<file path="src/rtl/pattern_stream_generator.sv">
// pattern_stream_generator
// Synthetic RGB565 frame source feeding the 17-bit pixel queue ({marker, data}).
// Frame = start marker, then per row an optional row marker and FRAME_WIDTH
// pixels, then an optional frame-end marker, followed by an idle gap.
// A word is issued only in a cycle where queue_full is sampled low; the word
// and its write strobe appear on the registered outputs one cycle later.
// Pattern selection (mode/solid_color) is latched at frame start so that
// mid-frame changes only take effect on the next frame.

module pattern_stream_generator #(
    parameter int unsigned FRAME_WIDTH     = 480,
    parameter int unsigned FRAME_HEIGHT    = 272,
    parameter int unsigned NUM_BARS        = 8,
    parameter int unsigned CHECKER_LOG2    = 4,
    parameter int unsigned SEND_EXTRA_DATA = 1,
    parameter int unsigned FRAME_GAP       = 16
) (
    input  logic        clk,
    input  logic        reset,
    input  logic        enable,
    input  logic [1:0]  mode,
    input  logic [15:0] solid_color,
    input  logic        queue_full,
    output logic [16:0] queue_data,
    output logic        queue_wr_en,
    output logic        queue_clk,
    output logic [15:0] frame_count,
    output logic        busy
);

    // ------------------------------------------------------------------
    // State encoding
    // ------------------------------------------------------------------
    localparam logic [2:0] S_IDLE        = 3'd0;
    localparam logic [2:0] S_FRAME_START = 3'd1;
    localparam logic [2:0] S_ROW_START   = 3'd2;
    localparam logic [2:0] S_PIXELS      = 3'd3;
    localparam logic [2:0] S_FRAME_END   = 3'd4;
    localparam logic [2:0] S_GAP         = 3'd5;

    // ------------------------------------------------------------------
    // Elaboration-time geometry
    // ------------------------------------------------------------------
    localparam int unsigned BAR_W     = FRAME_WIDTH / NUM_BARS;
    // With fewer columns than bars every column falls past the last full
    // bar, so each row starts directly in the final bar.
    localparam logic [2:0]  START_BAR = (BAR_W == 0) ? 3'(NUM_BARS - 1) : 3'd0;
    localparam logic [2:0]  LAST_BAR  = 3'(NUM_BARS - 1);
    localparam logic [10:0] BAR_W_M1  = (BAR_W == 0) ? 11'd0 : 11'(BAR_W - 1);
    localparam logic [10:0] COL_LAST  = 11'(FRAME_WIDTH - 1);
    localparam logic [10:0] ROW_LAST  = 11'(FRAME_HEIGHT - 1);
    // A zero gap still spends one cycle in GAP.
    localparam logic [15:0] GAP_LAST  = (FRAME_GAP == 0) ? 16'd0 : 16'(FRAME_GAP - 1);
    localparam logic        SEND_MARK = (SEND_EXTRA_DATA != 0);

    localparam logic [16:0] WORD_FRAME_START = 17'h10000;
    localparam logic [16:0] WORD_ROW_START   = 17'h10001;
    localparam logic [16:0] WORD_FRAME_END   = 17'h1FFFF;

    // ------------------------------------------------------------------
    // Colour-bar lookup (classic white/yellow/cyan/green/magenta/red/blue/black)
    // ------------------------------------------------------------------
    function automatic logic [15:0] bar_color(input logic [2:0] idx);
        logic [15:0] c;
        case (idx)
            3'd0:    c = 16'hFFFF;
            3'd1:    c = 16'hFFE0;
            3'd2:    c = 16'h07FF;
            3'd3:    c = 16'h07E0;
            3'd4:    c = 16'hF81F;
            3'd5:    c = 16'hF800;
            3'd6:    c = 16'h001F;
            3'd7:    c = 16'h0000;
            default: c = 16'h0000;
        endcase
        return c;
    endfunction

    // Grey ramp: 5-bit level replicated into R, G (upper 5 bits) and B.
    function automatic logic [15:0] ramp_color(input logic [4:0] v);
        return {v, v, 1'b0, v};
    endfunction

    // ------------------------------------------------------------------
    // Registers
    // ------------------------------------------------------------------
    logic [2:0]  state_q,       state_d;
    logic [10:0] col_q,         col_d;
    logic [10:0] row_q,         row_d;
    logic [2:0]  bar_q,         bar_d;
    logic [10:0] pib_q,         pib_d;      // pixel position inside current bar
    logic [15:0] gap_q,         gap_d;
    logic [1:0]  mode_q,        mode_d;
    logic [15:0] solid_q,       solid_d;
    logic [15:0] frame_count_q, frame_count_d;
    logic [16:0] queue_data_q,  queue_data_d;
    logic        queue_wr_en_q, queue_wr_en_d;
    logic        busy_q,        busy_d;

    logic [15:0] pixel_s;
    logic [4:0]  ramp_v_s;
    logic        checker_s;

    // Pixel colour for the current (col,row) under the latched mode.
    always_comb begin
        // mod 32 of (col + f) only needs the low five bits of each term
        ramp_v_s  = col_q[4:0] + frame_count_q[4:0];
        checker_s = col_q[CHECKER_LOG2] ^ row_q[CHECKER_LOG2] ^ frame_count_q[0];
        pixel_s   = 16'h0000;
        case (mode_q)
            2'd0:    pixel_s = bar_color(bar_q);
            2'd1:    pixel_s = ramp_color(ramp_v_s);
            2'd2:    pixel_s = checker_s ? 16'hFFFF : 16'h0000;
            2'd3:    pixel_s = solid_q;
            default: pixel_s = 16'h0000;
        endcase
    end

    // Next-state, counter and output-word computation.
    always_comb begin
        state_d       = state_q;
        col_d         = col_q;
        row_d         = row_q;
        bar_d         = bar_q;
        pib_d         = pib_q;
        gap_d         = gap_q;
        mode_d        = mode_q;
        solid_d       = solid_q;
        frame_count_d = frame_count_q;
        queue_data_d  = queue_data_q;
        queue_wr_en_d = 1'b0;

        case (state_q)
            S_IDLE: begin
                if (enable) begin
                    mode_d  = mode;
                    solid_d = solid_color;
                    col_d   = 11'd0;
                    row_d   = 11'd0;
                    bar_d   = START_BAR;
                    pib_d   = 11'd0;
                    state_d = S_FRAME_START;
                end else begin
                    state_d = S_IDLE;
                end
            end

            S_FRAME_START: begin
                if (!queue_full) begin
                    queue_wr_en_d = 1'b1;
                    queue_data_d  = WORD_FRAME_START;
                    state_d       = SEND_MARK ? S_ROW_START : S_PIXELS;
                end else begin
                    state_d = S_FRAME_START;
                end
            end

            S_ROW_START: begin
                if (!queue_full) begin
                    queue_wr_en_d = 1'b1;
                    queue_data_d  = WORD_ROW_START;
                    state_d       = S_PIXELS;
                end else begin
                    state_d = S_ROW_START;
                end
            end

            S_PIXELS: begin
                if (!queue_full) begin
                    queue_wr_en_d = 1'b1;
                    queue_data_d  = {1'b0, pixel_s};
                    if (col_q == COL_LAST) begin
                        col_d = 11'd0;
                        bar_d = START_BAR;
                        pib_d = 11'd0;
                        if (row_q == ROW_LAST) begin
                            state_d = S_FRAME_END;
                        end else begin
                            row_d   = row_q + 11'd1;
                            state_d = SEND_MARK ? S_ROW_START : S_PIXELS;
                        end
                    end else begin
                        col_d = col_q + 11'd1;
                        // The final bar absorbs the remainder columns, so
                        // the in-bar counter stops advancing once there.
                        if (bar_q == LAST_BAR) begin
                            pib_d = pib_q;
                        end else if (pib_q == BAR_W_M1) begin
                            bar_d = bar_q + 3'd1;
                            pib_d = 11'd0;
                        end else begin
                            pib_d = pib_q + 11'd1;
                        end
                    end
                end else begin
                    state_d = S_PIXELS;
                end
            end

            S_FRAME_END: begin
                if (SEND_MARK) begin
                    if (!queue_full) begin
                        queue_wr_en_d = 1'b1;
                        queue_data_d  = WORD_FRAME_END;
                        frame_count_d = frame_count_q + 16'd1;
                        gap_d         = 16'd0;
                        state_d       = S_GAP;
                    end else begin
                        state_d = S_FRAME_END;
                    end
                end else begin
                    frame_count_d = frame_count_q + 16'd1;
                    gap_d         = 16'd0;
                    state_d       = S_GAP;
                end
            end

            S_GAP: begin
                if (gap_q == GAP_LAST) begin
                    gap_d   = 16'd0;
                    state_d = S_IDLE;
                end else begin
                    gap_d   = gap_q + 16'd1;
                    state_d = S_GAP;
                end
            end

            default: begin
                state_d = S_IDLE;
            end
        endcase

        busy_d = (state_d != S_IDLE) && (state_d != S_GAP);
    end

    // State, counters and registered outputs; synchronous reset abandons any frame.
    always_ff @(posedge clk) begin
        if (reset) begin
            state_q       <= S_IDLE;
            col_q         <= 11'd0;
            row_q         <= 11'd0;
            bar_q         <= 3'd0;
            pib_q         <= 11'd0;
            gap_q         <= 16'd0;
            mode_q        <= 2'd0;
            solid_q       <= 16'h0000;
            frame_count_q <= 16'd0;
            queue_data_q  <= 17'h00000;
            queue_wr_en_q <= 1'b0;
            busy_q        <= 1'b0;
        end else begin
            state_q       <= state_d;
            col_q         <= col_d;
            row_q         <= row_d;
            bar_q         <= bar_d;
            pib_q         <= pib_d;
            gap_q         <= gap_d;
            mode_q        <= mode_d;
            solid_q       <= solid_d;
            frame_count_q <= frame_count_d;
            queue_data_q  <= queue_data_d;
            queue_wr_en_q <= queue_wr_en_d;
            busy_q        <= busy_d;
        end
    end

    assign queue_data  = queue_data_q;
    assign queue_wr_en = queue_wr_en_q;
    assign queue_clk   = clk;
    assign frame_count = frame_count_q;
    assign busy        = busy_q;

endmodule

</file>
<file path="config.mk">
export PLATFORM = sky130hd
export DESIGN_NAME = pattern_stream_generator
export DESIGN_NICKNAME = d
export VERILOG_FILES = /design/src/rtl/pattern_stream_generator.sv
export SDC_FILE = /design/constraint.sdc
export NUM_CORES = 1
export LEC_CHECK = 0
export BUFFER_PORTS_ARGS = -buffer_cell sky130_fd_sc_hd__buf_4
export CORE_ASPECT_RATIO = 0.5
export CORE_MARGIN = 4
export CORE_UTILIZATION = 55
export CTS_CLUSTER_SIZE = 12
export DETAILED_ROUTE_END_ITERATION = 7
export PLACE_DENSITY = 0.76
export RECOVER_POWER = 100
export SLEW_MARGIN = 20
export SYNTH_ARGS = -nofsm -noshare
export SYNTH_HDL_FRONTEND = slang
export SYNTH_SLANG_ARGS = --single-unit
export TNS_END_PERCENT = 30
</file>
<file path="constraint.sdc">
create_clock -name clk -period 2.6 [get_ports clk]
set_input_delay 0 -clock clk [delete_from_list [all_inputs] [get_ports clk]]
set_output_delay 0 -clock clk [all_outputs]
set_load 0.03 [all_outputs]
</file>
-- Word level (Yosys, flattened, before mapping)
Memory sizes are Yosys's and may differ from the RTL's. A register that Yosys moved wholly into a read port is not among the register bits.
Index checks and enable logic that the tools add are counted.
- register bits after elaboration: 108
- bits in read-only memories: 128
- bits of input ports: 22
- output and inout bits: 36
- memories kept: 1
- $add $sub $neg: 7
- equality and inequality tests: 23
- mux-type cells: 41
- bitwise gates (word level): 4
- reductions and logical operators: 17
- memories (name ; words ; bits a word ; read ports ; clocked after memory_dff ; wr ports ; line ; source):
    (no name shown) ; 8 ; 16 ; 1 ; 1 ; 0 ; 65 ; case (idx)
- operators with widths (kind ; number):
    $mux 11 ; 10
    $mux 17 ; 4
    $pmux 17 s4 ; 1
    $pmux 11 s2 ; 3
    $pmux 16 s4 ; 1
    $mux 16 ; 3
    $add 11x1->11 const B ; 3
    $mux 3 ; 11
    $add 16x1->16 const B ; 2
    $pmux 16 s2 ; 1
    $eq 11x9->1 const B ; 2
    $pmux 3 s6 ; 1
    $eq 16x4->1 const B ; 1
    $reduce_and 5->1 ; 3
    $ne 2x2->1 const B ; 7
    $eq 11x6->1 const B ; 1
    $eq 3x3->1 const B ; 3
    $ne 3x3->1 const B ; 3
    $eq 3x2->1 const B ; 2
    $pmux 3 s2 ; 1
    $reduce_and 2->1 ; 3
    $add 5x5->5 ; 1
    $eq 2x2->1 const B ; 2
    $mux 1 ; 4
    other kinds (16) ; 19

-- Depth between registers and ports, before layout
Gate-level depths: netlist (run 1).
- depth in word-level cells: 8
- gate-level depth with buffers: 8

==> results of run 1 <==
-- worst min path at each step --
stage	from	endpoint	slack, ps
finish	enable	state_q[0]	50
global route	enable	state_q[0]	60
CTS	enable	state_q[0]	30
detailed placement	clk	queue_clk	130
global placement	clk	queue_clk	130
floorplan	clk	queue_clk	130
-- flip-flops by register name, indices dropped and copies added (netlist names), named ones only --
name / cells
queue_data: 17
frame_count: 16
gap_q: 16
solid_q: 16
col_q: 11
pib_q: 11
row_q: 11
bar_q: 3
state_q: 3
mode_q: 2
busy: 1
queue_wr_en: 1
-- logic make-up (layout without fill, tap and decap cells) --
| logic type | after synthesis | in the layout | synth area share [%] |
|---|---|---|---|
| muxes | 3 | 3 | 0.572 |
| AOI/OAI and AO/OA | 137 | 137 | 15.6 |
| xor gates and xnor gates | 45 | 45 | 7.77 |
| and+or+nand+nor | 288 | 288 | 27.6 |
| buffers and inverters | 39 | 121 | 3.17 |
| DFF | 111 | 111 | 42.3 |
| adders and majority gates | 12 | 12 | 3.00 |
-- cell usage after synthesis, drive strengths merged, types with 3 or more instances --
cell	n
ha	11
and3	13
mux2i	3
nand2b	4
nand2	81
and4	6
nand3	27
buf	9
a21o	8
inv	9
a311oi	3
clkbuf	21
nor3	17
or2	3
nand4b	3
dfxtp	111
nor2	75
nor2b	5
a211oi	4
o21ai	39
nand4	20
nor4	6
a21oi	66
xnor2	12
and2	7
xor2	32
or3	11
-- final cells by class --
class | instances | share of cell area [%]
inverters | 9 | 0.540
clock buffers | 13 | 4.86
well taps | 117 | 2.34
multi-input cells | 485 | 45.6
flip-flops and latches | 111 | 35.5
repair buffers | 92 | 9.97
clock inverters | 7 | 1.10
-- report_power, final --
group | switching, mW | internal (mW)
combinational | 0.231 | 0.124
sequential | 0.0438 | 1.75
clock | 0.757 | 0.886
-- timing repair --
action	CTS	global route
resized for setup	0	1
hold buffers	27	0
hold endpoints to repair	30	0
endpoints found under the setup margin	0	4
-- metal layers --
layer  wire length (um)  share of wire [%]  GRT usage, %  vias up
met1               6050                 49          30.3     2176
li1                   -                  -             -     2389
met4                151                1.2          7.79        0
met3                673                5.4          5.48       14
met2               5500                 44          33.9      117
met5                  0                  0             0        -
-- critical path, delay by kind of cell (launching register included) --
kind / cells / cell delay (ps)
adder cells (fa/ha/maj): 1 / 200
AND/OR/NAND/NOR: 5 / 1430
AO/OA/AOI/OAI: 1 / 260
flip-flops: 1 / 450
-- through the flow --
| stage | cell area, um^2 | setup WS [ps] | power, mW |
|---|---|---|---|
| finish | 6250 | 154 | 3.79 |
| global route | 6250 | 4.22 | 3.94 |
| CTS | 6400 | 200 | 3.85 |
| detailed placement | 5760 | 212 | 2.22 |
| global placement | 5760 | 286 | 2.22 |
| floorplan | 5250 | 470 | 2.10 |
==> out/metrics.yaml, run 1 <==
logic_synthesis:
  ys_seq_area_share_pct: 42.3
  async_reset_ff_share_pct: 0
  ys.flop_type: "dfxtp_1"
  syn_area_mm2: 0.00525
  synth_cells: 635
  syn_area_per_cell_um2: 8.27
  yosysUniqueCellTypes: 62
  synth_top_area_share_pct: 42.3
  synth_edf_count: 0
  ys_warn_count: 0
  synth_area_leaders: "dfxtp_1 (42%), a21oi_1 (6.1%), nand2_1 (5.7%), xor2_1 (5.3%), nor2_1 (5.2%)"
  synth_fp_nets: 669
  synth_area_leader_cell: "dfxtp_1"
  synth-seq-cells: 111
drt:
  post_drt_wl_per_cell_um: 14.8
  viasPerCell: 5.63
  vias: 4696
  first_pass_iters: 5
  drt_wl_total_mm: 12.4
  ant_nets: 0
  drcViolationCount: 0
  drt_iter0_drc: 268
sta:
  skew_ps: 11.7
  period_minus_slack_ps: 2450
  worst_slew_pin_slew_ps: 1060
  hold_viol: 0
  slew_viol_final: 0
  whs_ps: 53.7
  finalSetupViolations: 0
  rsz0062_at_grt: "false"
  finalCritPeriodShare_pct: 94.1
  slew-limit-headroom_pct: 29.2
  fmax_mhz: 409
  setup_tns_ps: 0
global_routing:
  gr-total-overflow: 0
  antenna_found_initial: 0
  grt_pass1_wl_mm: 20.6
  grt_max_degree: 41
  first_global_vias: 4278
  grtUsageTotal_pct: 22.1
placed_design:
  dpl.cell_count: 788
  place_congestion: 0.805
  port_buffers: 57
  dpl.hpwl_mm: 8.23
floorplanning:
  core.rowCount: 24
  core_area_mm2: 0.00901
  start_util_pct: 58.3
  die_x_um: 146
  die_area_mm2: 0.0113
  num_io_pins: 58
  dieHeight_um: 77.1
setup_path:
  crit_fanout: 7
  reg2reg_depth: 7
  startpoint: "pib_q[0]"
  r2r_slack_ps: 150
  worstSetupStartpointType: "flip-flop"
  critPathRequiredTime_ps: 2960
  slowest_stage: "dfxtp_1"
  path_cells: "ha_1 > or4b_1 > nor4_1 > nor2b_1 > and2_0 > nor2_1 > a211o_1"
  worst-setup-path-type: "reg -> reg"
  setup.worst_path.end_class: "flip-flop"
  r2r-start: "pib_q[0]"
  critPathMaxStageDelay_ps: 450
  cp.arrival_ps: 2800
layout:
  multi_input_area_mm2: 0.00285
  layout-drive-gt1-share_pct: 8.51
  stdcell_count: 834
  post-route-util_pct: 69.4
  nets: 746
  layout_common_cells: "dfxtp_1 (111), nand2_1 (81), nor2_1 (73)"
  layout_commonest_cell: "dfxtp_1"
  n_fill_cell: 740
  antenna_cells: 0
  seqCellArea_mm2: 0.00222
  area_growth_pct: 19.0
cts:
  cts_tree: "built"
  postCtsSetupRepairBufs: 0
  clock_latency_ps: 460
  clk_pin_slew_worst_paths_ps: 80
status:
  outcome: "finished clean"
hold_path:
  min_path_cells: 4
  worstHoldPathType: "in -> reg"
pwr:
  p_leak_nw: 2.33
  ir_drop_v: 0.000447
  power_density_mw_per_mm2: 606
run:
  maxCapViolations: 0
(Power assumes the default switching activity.)
==> inputs of run 2 (changes only) <==
--- a/config.mk
+++ b/config.mk
@@ -8,7 +8,7 @@
 export BUFFER_PORTS_ARGS = -buffer_cell sky130_fd_sc_hd__buf_4
 export CORE_ASPECT_RATIO = 0.5
 export CORE_MARGIN = 4
-export CORE_UTILIZATION = 55
+export CORE_UTILIZATION = 53
 export CTS_CLUSTER_SIZE = 12
 export DETAILED_ROUTE_END_ITERATION = 7
 export PLACE_DENSITY = 0.76
==> constraint.sdc (replaced) <==
create_clock -name clk -period 2.2 [get_ports clk]
set_input_delay 0 -clock clk [delete_from_list [all_inputs] [get_ports clk]]
set_output_delay 0 -clock clk [all_outputs]
set_load 0.03 [all_outputs]
==> run 2 against run 1 <==
  * Flip-flop and latch count unchanged
  * Critical path depth unchanged
  * Via count grew 4.2%
  * Maximum frequency up 12%
  * Cell area rose by 4.3%
  * Cell count grew 4.6%
  * Highest routed layer unchanged
  * First-iteration DRC count is 13% lower
  * Sequential power is 17% higher
  * Clock power increased by 24%
  * Global-route usage is 1.4 points higher
==> out/metrics.yaml, run 2 (synthesis results as in run 1) <==
floorplanning:
  die_area_mm2: 0.0117  # +3.5%
  dieHeight_um: 78.4  # +1.7%
  start_util_pct: 55.1  # -3.2 points
  core.rowCount: 25  # +4.2%
  die_x_um: 149  # +1.8%
  core_area_mm2: 0.00954  # +5.9%
  num_io_pins: 58  # unchanged
global_routing:
  antenna_found_initial: 0  # unchanged
  gr-total-overflow: 0  # unchanged
  grt_pass1_wl_mm: 22.1  # +7.4%
  grtUsageTotal_pct: 23.5  # +1.4 points
  first_global_vias: 4637  # +8.4%
  grt_max_degree: 31  # -24%
setup_path:
  critPathMaxStageDelay_ps: 540  # +90 ps
  worst-setup-path-type: "reg -> reg"
  worstSetupStartpointType: "flip-flop"
  critPathRequiredTime_ps: 2550  # -410 ps
  crit_family: "simple AND/OR/NAND/NOR gates"
  cpMostUsedCell: "nor2_1"
  critPathBufInv: 1  # +1
  path_cells: "or4b_4 > or3_4 > a21oi_4 > nor2_1 > nor2_2 > buf_4 > nor2_1"
  crit_fanout: 4  # -3
  cp.arrival_ps: 2530  # -270 ps
  slowest_stage: "or4b_4"
  setup.worst_path.end_class: "flip-flop"
sta:
  finalCritPeriodShare_pct: 98.8  # +4.8 points
  period_minus_slack_ps: 2170  # -271 ps
  setup_tns_ps: 0  # unchanged
  finalSetupViolations: 0  # unchanged
  skew_ps: 8.95  # -2.72 ps
  whs_ps: 26.2  # -27.5 ps
  slew_viol_final: 0  # unchanged
  worst_slew_pin_slew_ps: 752  # -306 ps
  fmax_mhz: 460  # +12%
  rsz0062_at_grt: "true"
  slew-limit-headroom_pct: 49.5  # +20 points
  hold_viol: 0  # unchanged
layout:
  layout_common_cells: "dfxtp_1 (109), nand2_1 (80), nor2_1 (72)"
  antenna_cells: 0  # unchanged
  nets: 766  # +2.7%
  n_fill_cell: 791  # +6.9%
  area_growth_pct: 24.2
  seqCellArea_mm2: 0.00223  # +0.23%
  multi_input_area_mm2: 0.00292  # +2.5%
  final_cell_area_mm2: 0.00652  # +4.3%
  largest_reg_flops: 17  # unchanged
  layout_commonest_cell: "dfxtp_1"
  layout-drive-gt1-share_pct: 13.3  # +4.8 points
  stdcell_count: 872  # +4.6%
placed_design:
  dpl_cell_area_mm2: 0.00597  # +3.7%
  dpl.hpwl_mm: 8.72  # +5.9%
  port_buffers: 57  # unchanged
  dpl.cell_count: 828  # +5.1%
  place_congestion: 0.820  # +1.9%
run:
  maxCapViolations: 0  # unchanged
drt:
  post_drt_wl_per_cell_um: 15.2  # +2.1%
  ant_nets: 0  # unchanged
  drt_iter0_drc: 233  # -13%
  drcViolationCount: 0  # unchanged
  drt_wl_total_mm: 13.2  # +6.8%
  first_pass_iters: 5  # unchanged
  viasPerCell: 5.61  # -0.39%
  vias: 4891  # +4.2%
pwr:
  p_leak_nw: 2.44  # +4.8%
  seq_power_share_pct: 45.6  # -1.7 points
  ir_drop_v: 0.000508  # +14%
  clock_power_share_pct: 44.2  # +0.8 points
  power.internal_mw: 3.39  # +23%
  comb_power_share_pct: 10.2  # +0.8 points
  switchingPower_mw: 1.22  # +19%
  p_total_mw: 4.61  # +22%
  p_sw_share_pct: 26.6  # -0.69 points
  power_density_mw_per_mm2: 707  # +17%
cts:
  cts_tree: "built"
  clock_latency_ps: 470  # about the same
  clk_pin_slew_worst_paths_ps: 70  # about the same
status:
  outcome: "finished clean"
hold_path:
  worstHoldPathType: "in -> reg"
[run 2: per-stage QoR]
step | setup slack, ps | utilization (%)
2_1_floorplan | 69.6 | -
3_3_place_gp | 103 | 62.6
3_5_place_dp | 25.1 | 62.6
4_1_cts | 43.5 | 68.9
5_1_grt | -69.9 | 68.4
6_report | 25.5 | 68.4
[run 2: final timing paths]
check,start,endpoint,depth (start not counted),slack [ps]
worst max-delay path,col_q[9],pib_q[9],7,30
worst min-delay path,enable,state_q[0],4,30
worst max register to register,col_q[9],pib_q[9],7,30
worst min register to register,solid_q[10],solid_q[10],2,460
[run 2: timing repair]
item	4_1_cts	5_1_grt
gates cloned	0	1
setup buffers	0	3
hold buffers	21	0
endpoints found under the hold margin	36	0
pin swaps	0	8
endpoints found under the setup margin	1	30
gates resized for setup	1	14
[run 2: final cells by class]
type | count | area share (%)
Clock buffer | 13 | 4.66
Clock inverter | 7 | 1.32
Inverter | 9 | 0.518
Multi-Input combinational cell | 485 | 44.8
Sequential cell | 111 | 34.1
Tap cell | 135 | 2.59
Timing Repair Buffer | 112 | 11.9
[run 2: power by group through the flow]
| stage | clock [mW] | sequential (mW) | combinational [mW] |
|---|---|---|---|
| 6_report | 2.04 | 2.10 | 0.469 |
| 4_1_cts | 2.09 | 2.10 | 0.477 |
| 3_3_place_gp | 0.0681 | 2.15 | 0.437 |
| 5_1_grt | 2.16 | 2.11 | 0.513 |
| 2_1_floorplan | 0.0681 | 2.20 | 0.219 |
| 3_5_place_dp | 0.0681 | 2.15 | 0.444 |
[run 2: layer usage]
| metal | vias up | wire [um] | track usage [%] |
|---|---|---|---|
| li1 | 2418 | - | - |
| met1 | 2304 | 6070 | 30.4 |
| met2 | 148 | 6170 | 37.8 |
| met3 | 21 | 760 | 6.92 |
| met4 | 0 | 214 | 8.22 |
| met5 | - | 0 | 0 |
[run 2: worst register-to-register path: cells and delay by family, from the launching register on]
family / cells / cell delay (ps)
and+or+nand+nor: 5 / 1310
DFF: 1 / 360
AOI/OAI and AO/OA: 1 / 230
buffers and inverters: 1 / 170
==> inputs of run 3 (changes only) <==
--- a/config.mk
+++ b/config.mk
@@ -8,7 +8,7 @@
 export BUFFER_PORTS_ARGS = -buffer_cell sky130_fd_sc_hd__buf_4
 export CORE_ASPECT_RATIO = 0.5
 export CORE_MARGIN = 4
-export CORE_UTILIZATION = 53
+export CORE_UTILIZATION = 55
 export CTS_CLUSTER_SIZE = 12
 export DETAILED_ROUTE_END_ITERATION = 7
 export PLACE_DENSITY = 0.76
==> constraint.sdc (replaced) <==
create_clock -name clk -period 2.1 [get_ports clk]
set_input_delay 0 -clock clk [delete_from_list [all_inputs] [get_ports clk]]
set_output_delay 0 -clock clk [all_outputs]
set_load 0.03 [all_outputs]
==> run 3 against run 2 <==
  * The flow now finishes with violations (negative setup slack)
  * Critical path depth is the same
  * Register-to-register slack lost 40 ps
  * Clock power is essentially flat
  * Sequential power grew 5%
  * Cell area grew 0.54%
  * First-iteration DRC count grew 47%
  * Non-clock buffer count grew 11
  * Largest cell class unchanged
==> out/metrics.yaml, run 3 (synthesis results as in run 1) <==
pwr:
  comb_power_share_pct: 10.8  # +0.6 points
  switchingPower_mw: 1.27  # +3.8%
  clock_power_share_pct: 42.6  # -1.6 points
  p_leak_nw: 2.49  # +2.2%
  power.internal_mw: 3.46  # +2.2%
  p_sw_share_pct: 26.9  # +0.31 points
  seq_power_share_pct: 46.6  # +1.0 points
  power_density_mw_per_mm2: 722  # +2.1%
  ir_drop_v: 0.000584  # +15%
placed_design:
  dpl.hpwl_mm: 8.64  # -0.90%
  port_buffers: 57  # unchanged
  place_congestion: 0.843  # +2.8%
  place_ws_ps: -65.1  # -90.2 ps
layout:
  n_fill_cell: 710  # -10%
  nets: 777  # +1.4%
  layout_commonest_cell: "dfxtp_1"
  largest_reg_flops: 17  # unchanged
  antenna_cells: 0  # unchanged
  layout_common_cells: "dfxtp_1 (108), nand2_1 (80), nor2_1 (72)"
  layout-drive-gt1-share_pct: 13.1  # -0.20 points
  area_growth_pct: 24.8
drt:
  viasPerCell: 5.70  # +1.6%
  ant_nets: 0  # unchanged
  vias: 4928  # +0.76%
  post_drt_wl_per_cell_um: 15.3  # +0.82%
  drcViolationCount: 0  # unchanged
  first_pass_iters: 5  # unchanged
  drt_iter0_drc: 343  # +47%
  drt_wl_total_mm: 13.2  # about the same
global_routing:
  top_usage_layer: "met2"
  grtUsageMet2_pct: 39.6  # +1.8 points
  grtUsageMet1_pct: 30.8  # +0.40 points
  gr-total-overflow: 0  # unchanged
  grt_max_degree: 39  # +26%
  antenna_found_initial: 0  # unchanged
  first_global_vias: 4681  # +0.95%
  grt_util_met3_pct: 5.54  # -1.4 points
  grt_pass1_wl_mm: 22.2  # +0.43%
  grtUsageTotal_pct: 24.0  # +0.43 points
sta:
  worst_slew_pin_slew_ps: 894  # +142 ps
  setup_ws_ps: -9.64  # -35.2 ps
  slew_viol_final: 0  # unchanged
  finalSetupViolations: 3  # +3
  rsz0062_at_grt: "true"
  hold_viol: 0  # unchanged
  slew-limit-headroom_pct: 40.0  # -9.5 points
  finalCritPeriodShare_pct: 100  # +1.6 points
  fmax_mhz: 474  # +3.1%
  skew_ps: 11.1  # +2.19 ps
  whs_ps: 57.1  # +30.9 ps
  period_minus_slack_ps: 2110  # -64.8 ps
hold_path:
  min_path_cells: 4  # unchanged
  min_from: "enable"
  worstHoldPathType: "in -> reg"
  hold-path-endpoint: "state_q[0]"
floorplanning:
  dieHeight_um: 77.1  # -1.7%
  core.rowCount: 24  # -4.0%
  die_x_um: 146  # -1.7%
  start_util_pct: 58.3  # +3.2 points
  die_area_mm2: 0.0113  # -3.4%
  num_io_pins: 58  # unchanged
  core_area_mm2: 0.00901  # -5.6%
setup_path:
  worst-setup-path-type: "reg -> reg"
  r2r-start: "col_q[5]"
  r2r_slack_ps: -10  # -40 ps
  crit_fanout: 10  # +6
  cp.arrival_ps: 2500  # -30 ps
  setup.worst_path.end_class: "flip-flop"
  worstSetupStartpointType: "flip-flop"
  reg2reg_depth: 7  # unchanged
  r2r-end: "row_q[7]"
  critPathRequiredTime_ps: 2490  # -60 ps
cts:
  clock_latency_ps: 470  # about the same
  cts_tree: "built"
  clk_pin_slew_worst_paths_ps: 80  # about the same
run:
  maxCapViolations: 0  # unchanged
status:
  outcome: "finished, violations left"
  violations: "negative setup slack"
run 3: changes by cell type in the layout (fill, tap and decap cells not counted), sizes merged:
cell,before,now
bufinv,1,0
clkinv,1,2
inv,14,13
dlygate4sd3,21,27
clkbuf,51,57
run 3: layer usage:
layer  share of wire, %  wire, um
met5                  0         0
met3                5.3       707
met2                 46      6130
met4                1.5       200
met1                 47      6180
run 3: power groups by stage:
stage | Combinational, mW | Sequential (mW) | Clock (mW)
2_1_floorplan | 0.230 | 2.30 | 0.0713
3_3_place_gp | 0.460 | 2.25 | 0.0713
3_5_place_dp | 0.465 | 2.25 | 0.0713
4_1_cts | 0.513 | 2.20 | 2.05
5_1_grt | 0.560 | 2.21 | 2.15
6_report | 0.510 | 2.20 | 2.02
run 3: worst max-delay path by stage:
stage | end | slack [ps] | start
final | row_q[7] | -10 | col_q[5]
after global routing | row_q[8] | -90 | col_q[5]
after CTS | row_q[7] | 5 | col_q[5]
after detailed placement | busy | -70 | col_q[5]
after global placement | busy | -90 | col_q[5]
after floorplan | flip-flop | 20 | pib_q[0]
run 3: timing repair:
action / 4_1_cts / 5_1_grt
endpoints found under the setup margin: 2 / 34
hold buffers: 27 / 0
endpoints found under the hold margin: 29 / 0
resized for setup: 2 / 15
pin swaps: 0 / 4
buffers inserted: 0 / 4
run 3: layout make-up:
cell class | count | area [um^2] | share of cell area [%]
Clock buffer | 14 | 318 | 4.85
Clock inverter | 6 | 48.8 | 0.744
Multi-Input combinational cell | 485 | 2930 | 44.7
Timing Repair Buffer | 123 | 853 | 13.0
Tap cell | 117 | 146 | 2.23
Sequential cell | 111 | 2230 | 33.9
Inverter | 9 | 33.8 | 0.515
run 3: critical path: stages (launching register included):
cell and delay, ps:
dfxtp_2 320, or4b_4 550, or3_4 420, o21ai_4 200, buf_6 160, nand4_1 110, xor2_1 160, nor2_1 130
run 3: per-stage QoR:
| stage | std cells | cell area [um^2] | setup TNS, ps | power [mW] | util, % |
|---|---|---|---|---|---|
| floorplan | 635 | 5260 | 0 | 2.60 | - |
| global placement | 815 | 5980 | -91.3 | 2.78 | 66.4 |
| detailed placement | 815 | 5980 | -65.1 | 2.79 | 66.4 |
| CTS | 861 | 6630 | 0 | 4.77 | 73.6 |
| global route | 865 | 6560 | -1320 | 4.92 | 72.8 |
| finish | 865 | 6560 | -21.0 | 4.73 | 72.8 |
